**src/rtl/muldiv_pkg.sv**
```systemverilog
// Shared types for the iterative multiply/divide unit with HI/LO registers.
package muldiv_pkg;

   typedef enum logic [2:0] {
      MD_MULT  = 3'd0,
      MD_MULTU = 3'd1,
      MD_DIV   = 3'd2,
      MD_DIVU  = 3'd3,
      MD_MTHI  = 3'd4,
      MD_MTLO  = 3'd5
   } md_op_t;

   typedef enum logic [1:0] {
      ST_IDLE = 2'd0,
      ST_RUN  = 2'd1,
      ST_FIX  = 2'd2
   } md_state_t;

   function automatic logic md_is_muldiv(input md_op_t op_i);
      return (op_i == MD_MULT) || (op_i == MD_MULTU) ||
             (op_i == MD_DIV)  || (op_i == MD_DIVU);
   endfunction

   function automatic logic md_is_signed(input md_op_t op_i);
      return (op_i == MD_MULT) || (op_i == MD_DIV);
   endfunction

endpackage

```
**src/rtl/hilo_regs.sv**
```systemverilog
// HI/LO architectural register pair with independent write enables.
module hilo_regs #(
   parameter int WIDTH = 32
) (
   input  logic             i_clk,
   input  logic             i_rst_n,
   input  logic             i_we_hi,
   input  logic             i_we_lo,
   input  logic [WIDTH-1:0] i_d_hi,
   input  logic [WIDTH-1:0] i_d_lo,
   output logic [WIDTH-1:0] o_hi,
   output logic [WIDTH-1:0] o_lo
);

   logic [WIDTH-1:0] r_hi;
   logic [WIDTH-1:0] r_lo;

   always_ff @(posedge i_clk or negedge i_rst_n) begin
      if (!i_rst_n) begin
         r_hi <= '0;
         r_lo <= '0;
      end else begin
         if (i_we_hi) r_hi <= i_d_hi;
         if (i_we_lo) r_lo <= i_d_lo;
      end
   end

   assign o_hi = r_hi;
   assign o_lo = r_lo;

endmodule

```
**src/rtl/muldiv_hilo.sv**
```systemverilog
// Iterative radix-2 multiply/divide unit: WIDTH step cycles plus one sign-fix
// cycle, committing into its own HI/LO pair.
module muldiv_hilo
   import muldiv_pkg::*;
#(
   parameter int WIDTH = 32
) (
   input  logic             clk,
   input  logic             reset,
   input  logic             start,
   input  logic [2:0]       op,
   input  logic [WIDTH-1:0] a,
   input  logic [WIDTH-1:0] b,
   output logic             busy,
   output logic             done,
   output logic [WIDTH-1:0] hi,
   output logic [WIDTH-1:0] lo
);

   localparam int             CW   = $clog2(WIDTH) + 1;
   localparam logic [CW-1:0]  LAST = CW'(WIDTH - 1);

   md_state_t          r_state;
   logic [CW-1:0]      r_cnt;
   logic [2*WIDTH-1:0] r_acc;
   logic [WIDTH-1:0]   r_opnd;
   logic               r_is_div;
   logic               r_neg_q;
   logic               r_neg_r;
   logic               r_busy;
   logic               r_done;

   md_op_t             w_op;
   logic               w_is_div;
   logic               w_a_neg;
   logic               w_b_neg;
   logic [WIDTH-1:0]   w_a_mag;
   logic [WIDTH-1:0]   w_b_mag;

   assign w_op     = md_op_t'(op);
   assign w_is_div = (w_op == MD_DIV) || (w_op == MD_DIVU);
   assign w_a_neg  = md_is_signed(w_op) & a[WIDTH-1];
   assign w_b_neg  = md_is_signed(w_op) & b[WIDTH-1];
   assign w_a_mag  = w_a_neg ? -a : a;
   assign w_b_mag  = w_b_neg ? -b : b;

   // Multiply step: conditional add into the upper half, then shift right.
   logic [WIDTH:0]     w_madd;
   logic [2*WIDTH-1:0] w_mul_nxt;

   assign w_madd    = {1'b0, r_acc[2*WIDTH-1:WIDTH]} +
                      (r_acc[0] ? {1'b0, r_opnd} : {(WIDTH+1){1'b0}});
   assign w_mul_nxt = {w_madd, r_acc[WIDTH-1:1]};

   // Divide step: restoring; partial remainder in the upper half, quotient
   // bits shift into the lower half as dividend bits shift out.
   logic [WIDTH:0]     w_rsh;
   logic               w_dge;
   logic [WIDTH-1:0]   w_dsub;
   logic [2*WIDTH-1:0] w_div_nxt;

   assign w_rsh     = {r_acc[2*WIDTH-1:WIDTH], r_acc[WIDTH-1]};
   assign w_dge     = w_rsh >= {1'b0, r_opnd};
   assign w_dsub    = w_rsh[WIDTH-1:0] - r_opnd;
   assign w_div_nxt = {(w_dge ? w_dsub : w_rsh[WIDTH-1:0]),
                       r_acc[WIDTH-2:0], w_dge};

   always_ff @(posedge clk or negedge reset) begin
      if (!reset) begin
         r_state  <= ST_IDLE;
         r_cnt    <= '0;
         r_acc    <= '0;
         r_opnd   <= '0;
         r_is_div <= 1'b0;
         r_neg_q  <= 1'b0;
         r_neg_r  <= 1'b0;
         r_busy   <= 1'b0;
         r_done   <= 1'b0;
      end else begin
         r_done <= 1'b0;
         case (r_state)
            ST_IDLE: begin
               if (start && md_is_muldiv(w_op)) begin
                  r_state  <= ST_RUN;
                  r_busy   <= 1'b1;
                  r_cnt    <= '0;
                  r_is_div <= w_is_div;
                  r_acc    <= {{WIDTH{1'b0}}, (w_is_div ? w_a_mag : w_b_mag)};
                  r_opnd   <= w_is_div ? w_b_mag : w_a_mag;
                  // Divide-by-zero keeps the raw all-ones quotient unsigned.
                  r_neg_q  <= (w_a_neg ^ w_b_neg) & ~(w_is_div & ~|b);
                  r_neg_r  <= w_a_neg;
               end
            end
            ST_RUN: begin
               r_acc <= r_is_div ? w_div_nxt : w_mul_nxt;
               r_cnt <= r_cnt + CW'(1);
               if (r_cnt == LAST) r_state <= ST_FIX;
            end
            ST_FIX: begin
               r_state <= ST_IDLE;
               r_busy  <= 1'b0;
               r_done  <= 1'b1;
            end
            default: begin
               r_state <= ST_IDLE;
               r_busy  <= 1'b0;
            end
         endcase
      end
   end

   logic [2*WIDTH-1:0] w_prod;
   logic [WIDTH-1:0]   w_quo;
   logic [WIDTH-1:0]   w_rem;
   logic [WIDTH-1:0]   w_res_hi;
   logic [WIDTH-1:0]   w_res_lo;
   logic               w_fix;
   logic               w_idle_wr;
   logic               w_we_hi;
   logic               w_we_lo;

   assign w_prod   = r_neg_q ? -r_acc : r_acc;
   assign w_quo    = r_neg_q ? -r_acc[WIDTH-1:0] : r_acc[WIDTH-1:0];
   assign w_rem    = r_neg_r ? -r_acc[2*WIDTH-1:WIDTH] : r_acc[2*WIDTH-1:WIDTH];
   assign w_res_hi = r_is_div ? w_rem : w_prod[2*WIDTH-1:WIDTH];
   assign w_res_lo = r_is_div ? w_quo : w_prod[WIDTH-1:0];

   assign w_fix     = (r_state == ST_FIX);
   assign w_idle_wr = (r_state == ST_IDLE) & start;
   assign w_we_hi   = w_fix | (w_idle_wr & (w_op == MD_MTHI));
   assign w_we_lo   = w_fix | (w_idle_wr & (w_op == MD_MTLO));

   hilo_regs #(.WIDTH(WIDTH)) u_hilo (
      .i_clk   (clk),
      .i_rst_n (reset),
      .i_we_hi (w_we_hi),
      .i_we_lo (w_we_lo),
      .i_d_hi  (w_fix ? w_res_hi : a),
      .i_d_lo  (w_fix ? w_res_lo : a),
      .o_hi    (hi),
      .o_lo    (lo)
   );

   assign busy = r_busy;
   assign done = r_done;

endmodule
```
**config.mk**
```make
export PLATFORM = sky130hd
export DESIGN_NAME = muldiv_hilo
export DESIGN_NICKNAME = d
export VERILOG_FILES = /design/src/rtl/muldiv_pkg.sv /design/src/rtl/hilo_regs.sv /design/src/rtl/muldiv_hilo.sv
export SDC_FILE = /design/constraint.sdc
export NUM_CORES = 1
export LEC_CHECK = 0
export CAP_MARGIN = 25
export CORE_MARGIN = 1
export CORE_UTILIZATION = 55
export CTS_BUF_LIST = sky130_fd_sc_hd__clkbuf_2 sky130_fd_sc_hd__clkbuf_4 sky130_fd_sc_hd__clkbuf_8
export CTS_CLUSTER_DIAMETER = 60
export CTS_CLUSTER_SIZE = 8
export DETAILED_ROUTE_END_ITERATION = 8
export PLACE_DENSITY = 0.84
export SLEW_MARGIN = 0
export SYNTH_ARGS = -nofsm -noshare
export SYNTH_HDL_FRONTEND = slang
export SYNTH_SLANG_ARGS = --single-unit
```
**constraint.sdc**
```tcl
create_clock -name clk -period 7 [get_ports clk]
set_input_delay 0.7 -clock clk [delete_from_list [all_inputs] [get_ports clk]]
set_output_delay 0.7 -clock clk [all_outputs]
set_load 0.05 [all_outputs]
```
==> flow_summary_export.csv <==
group,metric,value,unit
status,status,"complete, no violations",
critical_path,cp_max_fo,30,
final_layout,diodes,0,
floorplanning,die_w,168,um
synth,synth-seq-cells,173,
drt,wl_per_cell,21.7,um
grt,antenna_found_initial,0,
grt,grt_max_degree,85,
critical_path,crit_required,7.36,ns
timing,fmax,260,MHz
clocking,numClockSinks,173,
place,gp_congestion,1.01,
critical_path,worst_setup_path_end_kind,"register",
drt,vias,15200,
clocking,cts_tree,"built",
drt,detail_route.iter0.violations,2082,
critical_path,crit_type,"reg2reg",
drt,via_per_inst,6.70,
place,io_buffers,135,
timing,whs,0.264,ns
timing,tns,0,ns
timing,finalSetupViolations,0,
worst_hold_path,hold_path.class,"in2async",
floorplanning,dieArea,0.0281,sq mm
grt,grt_pass1_wl,77700,um
drt,drt_first_pass_iters,6,
floorplanning,initial_core_util,56.0,%
critical_path,slowest_stage,"o41ai_1",
clocking,postCtsSetupBuffers,0,
synth,syn_nets,2009,
synth,synth_area_leader_cell,"dfrtp_1",
critical_path,crit_family,"compound AO/OA/AOI/OAI gates",
timing,slew-limit-headroom,30.9,%
clocking,cts_root_buffer,"clkbuf_8",
critical_path,crit_chain,"inv_1, buf_16, nor2_1, ha_1, a21oi_1, o211ai_1, o41ai_1, nor2_1, nor2_1, o21ai_0, xor2_1, a222oi_1, o21ai_0",
critical_path,arrival,4.20,ns
synth,async_flop_share,100,%
final_layout,multiInputGateArea,0.00998,sq mm
synth,synth.distinct_cells,79,
timing,skew,0.0189,ns
critical_path,reg2reg_depth,13,
critical_path,crit_start,"r_acc[0]",
drt,antenna_left,0,
grt,grt_overflow,0,
final_layout,syn2layout_area_growth,12.3,%
critical_path,crit_cells,13,
critical_path,cp-start-kind,"register",
critical_path,crit_end,"r_acc[56]",
floorplanning,ios,136,
timing,finalHoldViolations,0,
floorplanning,coreArea,0.0270,sq mm
timing,worst_pin_slew,1.03,ns
critical_path,timing.rr.end,"r_acc[56]",
synth,synth_flop_cell,"dfrtp_1",
final_layout,fillers,2335,
critical_path,worst-path-buf-inv,2,
place,place_area,0.0165,sq mm
critical_path,max_stage_delay,0.88,ns
timing,post-route-period-util,54.9,%
power,p_per_area,523,mW/mm^2
place,dp_hpwl,36000,um
synth,synth.top_cell.area_share,28.7,%
drt,drc,0,
job,cap_viol_max_count,0,
place,placedCellCount,2235,
floorplanning,rows,60,
final_layout,final_cell_mix,"nand2_1 (181), o21ai_0 (181), dfrtp_1 (172)",
clocking,htreeDepth,4,
floorplanning,die_h,168,um
power,vdd_drop_max,0.412,mV
critical_path,r2r-start,"r_acc[0]",
grt,grt_pass1_vias,14200,
timing,rsz0062_at_grt,"false",
clocking,cts_buffer_depth,2,
synth,avgSynthCellArea,8.08,sq um
synth,synth_edf_count,0,
clocking,postCtsHoldBufs,0,
clocking,cts_buffers,17,
synth,ys_seq_area_share,28.7,%
clocking,ctsResizeCount,0,
clocking,clk_latency,0.49,ns
synth,synth_warnings,0,
final_layout,final_area,0.0169,sq mm
critical_path,critPathMostFrequentCell,"nor2_1",
critical_path,regToRegSetupSlack,3.15,ns
final_layout,drive_above_1_share,4.92,%
synth,synth_area,0.0151,sq mm
power,p_leak,0.00690,uW
timing,final_period_minus_worst_setup_slack,3.85,ns
final_layout,nets,2058,
timing,drv_slew,0,
drt,wirelength,49200,um
final_layout,stdcell_count,2270,
final_layout,seq_area,0.00433,sq mm
synth,synthTopCellsByArea,"dfrtp_1 (29%), mux2i_1 (6.7%), o21ai_0 (6.0%), ha_1 (5.7%), xnor2_1 (5.6%)",
synth,synth_cells,1868,
clocking,clk_pin_slew_worst_paths,0.11,ns
grt,grt_use_total,34.9,%
routing by layer:
metal  vias up  part of all wire (%)  track usage [%]
met5         -                     0                0
met2       890                    45             54.2
met4         0                   5.1             17.8
met1      7256                    41             46.6
li1       6890                     -                -
met3       178                   9.1             6.31
state kept, by name, summed over array words and instances, names as in the netlist:
register,cells
r_neg_r,1
u_hilo.o_lo,32
r_cnt,6
r_acc,64
u_hilo.o_hi,32
r_neg_q,1
busy,1
r_state,2
r_is_div,1
done,1
r_opnd,32
worst register-to-register path, delay by kind of cell, from the launching register on:
family          cells  cell delay (ns)
compound gates      6             1.80
simple gates        3             0.54
flops               1             0.53
buf+inv             2             0.38
fa+ha+maj           1             0.31
xor+xnor            1             0.16
through the flow:
step                      power, uW  setup slack [ns]  util (%)
after floorplan                6420              3.69         -
after global placement         7820              2.79      61.1
after detailed placement       7970              2.71      61.1
after CTS                      8710              2.68      62.5
after global routing           9510              2.85      62.8
final                          8860              3.15      62.8
cell usage after synthesis, drive strengths merged (5+ instances only):
cell,number
o21bai,10
a222oi,5
o21a,6
buf,19
o31ai,19
xnor2,96
nand2,181
a21o,35
inv,70
nor4,16
o41ai,16
a221oi,5
a211oi,70
and2,7
xor2,78
mux2,6
nor3,31
o21ai,192
mux2i,101
o211ai,31
nor2,155
ha,69
and3,6
o221ai,9
a21oi,145
nor2b,16
or4,15
nand4,21
or2,6
nand3,27
nand2b,13
or3,18
a31oi,18
a22oi,25
dfrtp,173
clkbuf,105
layout make-up:
class | instances | area share, %
clock inverters | 14 | 0.857
repair buffers | 155 | 9.18
flip-flops and latches | 173 | 25.6
inverters | 70 | 1.55
well taps | 341 | 2.52
multi-input cells | 1500 | 58.9
clock buffers | 17 | 1.38
worst min path at each step:
stage | start | end | slack [ns] | cells past startpoint
after floorplan | reset | busy | 0.40 | 0
after global placement | r_opnd[31] | r_opnd[31] | 0.47 | 2
after detailed placement | r_opnd[31] | r_opnd[31] | 0.47 | 2
after CTS | reset | done | 0.29 | 1
after global routing | reset | done | 0.32 | 1
final | reset | u_hilo.o_lo[9] | 0.26 | 1
power breakdown:
group | switching, uW | internal, uW | total [uW] | leakage, uW
registers | 653 | 1430 | 2080 | 0.00189
logic | 3570 | 2480 | 6050 | 0.00482
clock network | 464 | 265 | 728 | 0.000193
cells by family (layout without fill, tap and decap cells):
| family | after synthesis | after routing | synth area share [%] |
|---|---|---|---|
| fa+ha+maj | 71 | 71 | 5.99 |
| simple gates | 528 | 528 | 16.7 |
| buf+inv | 195 | 256 | 5.46 |
| compound gates | 620 | 620 | 25.9 |
| flops | 173 | 173 | 28.7 |
| xor+xnor | 174 | 174 | 10.1 |
| mux | 107 | 107 | 7.15 |
Power figures use the tool's default switching activity.
